$ cat src/rtl/imem_loader_pkg.sv
// Shared types and constants for the boot-time instruction-memory loader.
package imem_loader_pkg;

  typedef enum logic [2:0] {
    IDLE,
    SYNC,
    LEN_HI,
    LEN_LO,
    DATA,
    CSUM,
    DONE,
    ERR
  } state_t;

  localparam logic [7:0] DEFAULT_SYNC_BYTE = 8'hA5;
  localparam int BYTE_CNT_W = 2;
  localparam int LEN_W = 16;

endpackage

$ cat src/rtl/word_assembler.sv
// Packs accepted data bytes MSB-first into 32-bit words and keeps the running XOR.
// Latency: wordReady pulses 1 cycle after the 4th byte; no backpressure of its own.
module word_assembler
  import imem_loader_pkg::*;
(
  input  logic        Clk,
  input  logic        Reset_n,
  input  logic        clear,
  input  logic        byteEn,
  input  logic [7:0]  inByte,
  output logic        lastByte,
  output logic [31:0] wordOut,
  output logic [7:0]  xorAcc,
  output logic        wordReady
);

  // Only three bytes need holding; the fourth arrives with the completing transfer.
  logic [23:0]           shiftReg;
  logic [BYTE_CNT_W-1:0] byteCnt;

  assign lastByte = byteEn && (byteCnt == '1);

  always_ff @(posedge Clk or negedge Reset_n) begin
    if (!Reset_n) begin
      shiftReg  <= '0;
      byteCnt   <= '0;
      xorAcc    <= '0;
      wordOut   <= '0;
      wordReady <= 1'b0;
    end else begin
      wordReady <= lastByte;
      if (clear) begin
        shiftReg <= '0;
        byteCnt  <= '0;
        xorAcc   <= '0;
      end else if (byteEn) begin
        shiftReg <= {shiftReg[15:0], inByte};
        byteCnt  <= byteCnt + 1'b1;
        xorAcc   <= xorAcc ^ inByte;
        // Separate output register so write data holds while the next word shifts in.
        if (byteCnt == '1) begin
          wordOut <= {shiftReg, inByte};
        end
      end
    end
  end

endmodule

$ cat src/rtl/imem_loader.sv
// Framed byte-stream loader writing big-endian words to instruction memory from address 0.
// Latency: write 1 cycle after a word's 4th byte; Done/Error 1 cycle after CSUM or bad length.
module imem_loader
  import imem_loader_pkg::*;
#(
  parameter int         ADDR_W    = 8,
  parameter logic [7:0] SYNC_BYTE = DEFAULT_SYNC_BYTE
) (
  input  logic              Clk,
  input  logic              Reset_n,
  input  logic              Start,
  input  logic [7:0]        InByte,
  input  logic              InValid,
  output logic              InReady,
  output logic [ADDR_W-1:0] MemAddr,
  output logic [31:0]       MemWriteData,
  output logic              MemWrite,
  output logic              CpuReset,
  output logic              Busy,
  output logic              Done,
  output logic              Error,
  output logic [ADDR_W:0]   WordCount
);

  localparam logic [LEN_W:0] MAX_LEN = {{LEN_W{1'b0}}, 1'b1} << ADDR_W;

  state_t            state;
  state_t            nextState;
  logic [7:0]        lenHi;
  logic [LEN_W-1:0]  lenReg;
  logic [LEN_W-1:0]  frameLen;
  logic [LEN_W:0]    nextCount;
  logic              accept;
  logic              armStart;
  logic              lenBad;
  logic              lastWord;
  logic              dataEn;
  logic              asmLast;
  logic [7:0]        xorAcc;
  logic              wordReady;
  logic [31:0]       wordOut;
  logic [ADDR_W-1:0] memAddrReg;

  assign accept    = InValid && InReady;
  assign dataEn    = accept && (state == DATA);
  assign frameLen  = {lenHi, InByte};
  assign lenBad    = (frameLen == '0) || ({1'b0, frameLen} > MAX_LEN);
  assign nextCount = (LEN_W+1)'(WordCount) + (LEN_W+1)'(1);
  // WordCount lags the 4th byte by a cycle, so this word is number WordCount+1.
  assign lastWord  = (nextCount == {1'b0, lenReg});

  word_assembler u_word_assembler (
    .Clk       (Clk),
    .Reset_n   (Reset_n),
    .clear     (armStart),
    .byteEn    (dataEn),
    .inByte    (InByte),
    .lastByte  (asmLast),
    .wordOut   (wordOut),
    .xorAcc    (xorAcc),
    .wordReady (wordReady)
  );

  always_ff @(posedge Clk or negedge Reset_n) begin
    if (!Reset_n) begin
      state <= IDLE;
    end else begin
      state <= nextState;
    end
  end

  always_comb begin
    nextState = state;
    InReady   = 1'b0;
    Busy      = 1'b0;
    armStart  = 1'b0;
    case (state)
      IDLE, DONE, ERR: begin
        if (Start) begin
          armStart  = 1'b1;
          nextState = SYNC;
        end
      end
      SYNC: begin
        InReady = 1'b1;
        Busy    = 1'b1;
        if (accept && (InByte == SYNC_BYTE)) nextState = LEN_HI;
      end
      LEN_HI: begin
        InReady = 1'b1;
        Busy    = 1'b1;
        if (accept) nextState = LEN_LO;
      end
      LEN_LO: begin
        InReady = 1'b1;
        Busy    = 1'b1;
        if (accept) nextState = lenBad ? ERR : DATA;
      end
      DATA: begin
        InReady = 1'b1;
        Busy    = 1'b1;
        if (asmLast && lastWord) nextState = CSUM;
      end
      CSUM: begin
        InReady = 1'b1;
        Busy    = 1'b1;
        if (accept) nextState = (InByte == xorAcc) ? DONE : ERR;
      end
      default: nextState = IDLE;
    endcase
  end

  always_ff @(posedge Clk or negedge Reset_n) begin
    if (!Reset_n) begin
      lenHi      <= '0;
      lenReg     <= '0;
      WordCount  <= '0;
      memAddrReg <= '0;
    end else begin
      if (accept && (state == LEN_HI)) lenHi <= InByte;
      if (accept && (state == LEN_LO)) lenReg <= frameLen;
      if (armStart) begin
        WordCount <= '0;
      end else if (wordReady) begin
        WordCount <= WordCount + 1'b1;
      end
      if (asmLast) memAddrReg <= WordCount[ADDR_W-1:0];
    end
  end

  assign MemAddr      = memAddrReg;
  assign MemWriteData = wordOut;
  assign MemWrite     = wordReady;
  assign Done         = (state == DONE);
  assign Error        = (state == ERR);
  // Processor stays held from power-up until a frame has loaded cleanly.
  assign CpuReset     = (state != DONE);

endmodule

$ cat config.mk
export PLATFORM = sky130hd
export DESIGN_NAME = imem_loader
export DESIGN_NICKNAME = d
export VERILOG_FILES = /design/src/rtl/imem_loader_pkg.sv /design/src/rtl/word_assembler.sv /design/src/rtl/imem_loader.sv
export SDC_FILE = /design/constraint.sdc
export NUM_CORES = 1
export LEC_CHECK = 0
export CAP_MARGIN = 20
export CORE_UTILIZATION = 55
export DETAILED_ROUTE_END_ITERATION = 16
export GPL_TIMING_DRIVEN = 0
export PLACE_DENSITY_LB_ADDON = 0.25
export SLEW_MARGIN = 30
export SYNTH_ARGS = -nofsm -noshare
export SYNTH_HDL_FRONTEND = slang
export SYNTH_SLANG_ARGS = --single-unit
$ cat constraint.sdc
create_clock -name Clk -period 3 [get_ports Clk]
set_clock_uncertainty 0.1 [all_clocks]
set_input_delay 0.3 -clock Clk [delete_from_list [all_inputs] [get_ports Clk]]
set_output_delay 0.3 -clock Clk [all_outputs]
set_load 0.02 [all_outputs]
-- After elaboration in Yosys (flattened, before gate mapping)
Cells that the tools add are included.
- bitwise gates (word level): 2
- reduce and logical (&&, ||, !) cells: 16
- eq/ne operators: 18
- mux-type cells: 20
- $lt $le $gt $ge: 1
- $add $sub $neg: 3
- operator list (operator ; number):
    24-bit 2-to-1 mux ; 2
    3-bit 2-to-1 mux ; 6
    9-bit 2-to-1 mux ; 2
    3-bit case mux with 6 select lines ; 1
    10-bit by 16-bit == test with 1-bit output ; 1
    16-bit by 9-bit greater-than comparator with 1-bit output (second input constant) ; 1
    16-bit zero test ; 1
    8-bit 2-to-1 mux ; 2
    3-bit == test (second input constant) ; 4
    9-bit by 1-bit adder with 10-bit output (second input constant) ; 1
    2-bit != test (second input constant) ; 5
    9-bit by 1-bit adder with 9-bit output (second input constant) ; 1
    8-bit == test ; 1
    8-bit == test (second input constant) ; 1
    8-bit XOR ; 1
    1-bit logical AND ; 7
    3-bit by 2-bit == test with 1-bit output (second input constant) ; 2
    2-bit 2-to-1 mux ; 3
    6-bit AND reduction ; 1
    5-bit OR reduction ; 1
    1-bit 2-to-1 mux ; 4
    2-bit nonzero test ; 2
    3-bit by 1-bit == test with 1-bit output (second input constant) ; 1
    3-bit zero test ; 1
    other kinds (8) ; 8
- word-level logic and storage cells: 70
- output and inout port bits: 55
- input port bits: 12
- register bits after elaboration: 111

-- Depth between registers and ports, before layout
- depth in word-level cells: 9
- mapped depth: 9
- mapped depth without buffers: 8

-- Hierarchy
From an unflattened synthesis, not the netlist that was laid out.
- cells, all modules: 399
- area total of the unflattened synthesis: 5152.4 µm²
- modules (own cells, without submodules) (module ; area each (µm²) ; sequential area each (µm²) ; instances ; cells an instance):
    word_assembler ; 2805.2 ; 1676.6 ; 1 ; 190
    imem_loader ; 2347.3 ; 1101.1 ; 1 ; 209

-- Worst setup path after synthesis
Ideal clock, no wire load.
- kind: register to register
- start point: reg WordCount[0]
- end point: reg state[2]
- library setup time: 121 ps
- arrival: 2052 ps
- required time: 2779 ps
- path slack: 727 ps
- stages on the path, launching flop included: 8
- period minus slack after synthesis: 2273 ps
- buffers on the path: 0
- path through: dfrtp_1 -> ha_1 -> and4_1 -> xnor2_1 -> nand2b_1 -> mux2_2 -> a311o_1 -> a22o_1
- word-level cells in the longest chain between the ends: 5
- ends and longest elaborated chain (item ; line ; source):
    from (decl) ; imem_loader.sv:22 ; output logic [ADDR_W:0] WordCount
    from (signal assigned) ; imem_loader.sv:125 ; WordCount <= WordCount + 1'b1;
    9-bit by 1-bit adder with 10-bit output ; imem_loader.sv:48 ; assign nextCount = (LEN_W+1)'(WordCount) + (LEN_W+1)'(1);
    10-bit by 16-bit == test with 1-bit output ; imem_loader.sv:50 ; assign lastWord = (nextCount == {1'b0, lenReg});
    1-bit logical AND ; imem_loader.sv:102 ; if (asmLast && lastWord) nextState = CSUM;
    2-bit by 1-bit != test with 1-bit output (no line) ; -- ;
    6-bit AND reduction (no line) ; -- ;
    to (signal assigned) ; imem_loader.sv:68 ; state <= nextState;
    to (decl) ; imem_loader.sv:27 ; state_t state;
No other way between the ends.
A chain may end at the register's enable or synchronous reset.

-- Worst setup path in the final report
- start point: reg state[2]
- end point: out InReady
- word-level cells in the longest chain between the ends: 3
- elaborated cells on any way between the ends: 7
- those cells by class: eq/ne (5); mux (1); reduce/logical (1)
- ends and longest elaborated chain (item ; line ; source):
    3-bit == test (tied with other cells) ; imem_loader.sv:77 ; case (state)
    5-bit OR reduction (no line) * ; -- ;
    1-bit 2-to-1 mux * ; imem_loader.sv:77 ;
    to (decl) ; imem_loader.sv:14 ; output logic InReady,
Mark *: on every way between the ends. The rest lies on a longest branch, timed or not.

==> results.cfg <==
[drt]
finalWirelength_um = 10100
num_vias = 3427
antenna_left = 0
viasPerCell = 5.58
drcViolationCount = 0
wl_per_cell_um = 16.4
first_pass_iters = 5
drt_iter0_drc = 159

[pwr]
finalPower_w = 0.00448
ir_drop_v = 0.000437
p_per_area_nw_per_um2 = 747
leakagePower_nw = 2.77

[final_layout]
final_net_count = 518
layout-drive-gt1-share = 0.194
n_antenna_cell = 0
nFillCells = 683
final_area_um2 = 6000
syn2layout_area_growth_pct = 21.3
layout_commonest_cell = dfrtp_1
final_cell_mix = dfrtp_1, clkdlybuf4s50_1, mux2_2

[synth]
synth_cells = 422
synth_cell_types = 46
netlist_area_um2 = 4940
ys.flop_type = dfrtp_1
avgSynthCellArea_um2 = 11.7
ys_seq_area_frac = 0.562
async_reset_ff_frac = 1.00
synth_nets = 439
synth_warnings = 0
synth-edff-count = 0
synth-seq-cells = 111

[floorplan]
rows = 34
die-width_um = 96.8
die_y_um = 96.8
io_pins = 67
start_util = 0.567
core_area_um2 = 8720
dieArea_um2 = 9370

[hold_path]
hp-class = in -> async

[clocking]
cts_inserted_buffers = 9
cts_setup_buffers = 0
clkLatencyLatePin_ns = 0.37
htree_levels = 3
cts_tree = built
clkTransAtPathRegs_ns = 0.11
cts_root_buffer = clkbuf_8
clock_sinks = 111
clock_path_buffers = 2

[setup_path]
regToRegSetupSlack_ns = 0.53
startpoint = state[2]
worst_setup_path_start_kind = register
required_ns = 2.60
endpoint_kind = output port
critPathMaxFanout = 10
ff2ff_path_depth = 7
worstPathArrival_ns = 2.19
r2r-end = state[2]
crit_type = reg -> out
r2r_start = WordCount[0]

[grt]
grt_pass1_vias = 3417
antenna_found_initial = 0
gr-total-overflow = 0
track_usage = 0.229
grt_max_degree = 75
grt_pass1_wl_um = 17200

[timing]
maxSlewHeadroom = 0.590
post-route-period-util = 0.864
rsz0062_at_grt = no
drv_slew = 0
setup_viol = 0
hold_viol = 0
period_minus_slack_ns = 2.59
worstMarginPinSlew_ns = 0.611
maxClockFrequency_mhz = 386

[run_status]
status = finished clean

[placed_design]
gp_congestion = 0.863
place_area_um2 = 5770
port_buffers = 66
dp_hpwl_um = 7140

[flow_run]
drv_cap = 0
==> synth_stat cells (2+ instances only) <==
cell      count  area (um^2)
and4_1        2         17.5
buf_6         2         22.5
o21ai_0       4         20.0
mux2_1        3         33.8
nand3_1       7         35.0
xor2_1       17          149
nand2_1      59          221
buf_4         5         37.5
buf_2         3         15.0
nor4_1        2         12.5
nor3_1        4         20.0
nor2b_1       5         31.3
mux2i_1       2         20.0
nand2b_1      2         12.5
dfrtp_1     111         2780
mux2_2       63          709
inv_1         6         22.5
clkbuf_1     13         48.8
nor2_1       27          101
xnor2_1      18          158
or3_1         3         18.8
ha_1          5         62.6
a21oi_1      29          145
nand4_1       8         50.1
==> worst max-delay path by stage <==
| stage | slack (ns) | to |
|---|---|---|
| floorplan | 0.73 | state[2] |
| global placement | -2.53 | u_word_assembler.wordOut[10] |
| detailed placement | 0.35 | u_word_assembler.wordOut[26] |
| CTS | 0.42 | InReady |
| global route | 0.33 | InReady |
| finish | 0.41 | InReady |
==> where the power goes <==
part	switching (W)	internal, W	leakage, nW	total, W
clock	0.000506	0.000474	0.110	0.000980
combinational	0.000760	0.000659	1.14	0.00142
sequential	0.000265	0.00181	1.52	0.00208
==> cell type report <==
type                       instances  area, um^2  share of cell area
tap                              108         135              0.0225
sequential                       111        2780               0.463
multi-input combinational        282        2020               0.337
clock inverter                     7        95.1              0.0159
timing repair buffer              68         699               0.117
buffer                            23         124              0.0207
clock buffer                       9         124              0.0207
inverter                           6        22.5             0.00376
==> metrics by stage <==
stage	utilization	std cells	setup TNS [ns]	setup slack, ns	hold WS (ns)
5_1_grt	0.688	614	0	0.332	0.315
3_3_place_gp	0.658	596	-280.13	-2.53	0.373
3_5_place_dp	0.661	597	0	0.350	0.123
2_1_floorplan	-	422	0	0.727	-0.0956
4_1_cts	0.688	614	0	0.423	0.297
6_report	0.688	614	0	0.407	0.288
==> sequential cells by signal, indices dropped and copies added (netlist names) <==
signal / count
u_word_assembler.xorAcc: 8
u_word_assembler.byteCnt: 2
u_word_assembler.shiftReg: 24
u_word_assembler.wordOut: 32
lenReg: 16
u_word_assembler.wordReady: 1
lenHi: 8
WordCount: 9
state: 3
MemAddr: 8
==> worst max-delay path, cell delays in order, from the launching register on <==
cell,delay (ns)
dfrtp_1,0.51
inv_1,0.19
ha_1,0.24
o21bai_1,0.17
buf_4,0.14
clkdlybuf4s50_1,0.59
==> routing by layer <==
metal / GRT usage / share of wire / routed length [um]
met5: 0 / 0 / 0
met1: 0.319 / 0.47 / 4760
met2: 0.369 / 0.47 / 4710
met3: 0.0332 / 0.037 / 373
met4: 0.0827 / 0.023 / 227
==> what timing repair did <==
item                      4_1_cts  5_1_grt
hold buffers                    1        0
hold endpoints to repair       37        0
gates resized for setup         0        0
==> kinds of logic after synthesis <==
group | after synthesis | synth area share
buffers and inverters | 29 | 0.0296
muxes | 68 | 0.154
and+or+nand+nor | 131 | 0.127
DFF | 111 | 0.562
adders and majority gates | 5 | 0.0127
AOI/OAI and AO/OA | 43 | 0.0529
xor gates and xnor gates | 35 | 0.0620
No activity file was read; power rests on OpenSTA's default activity.
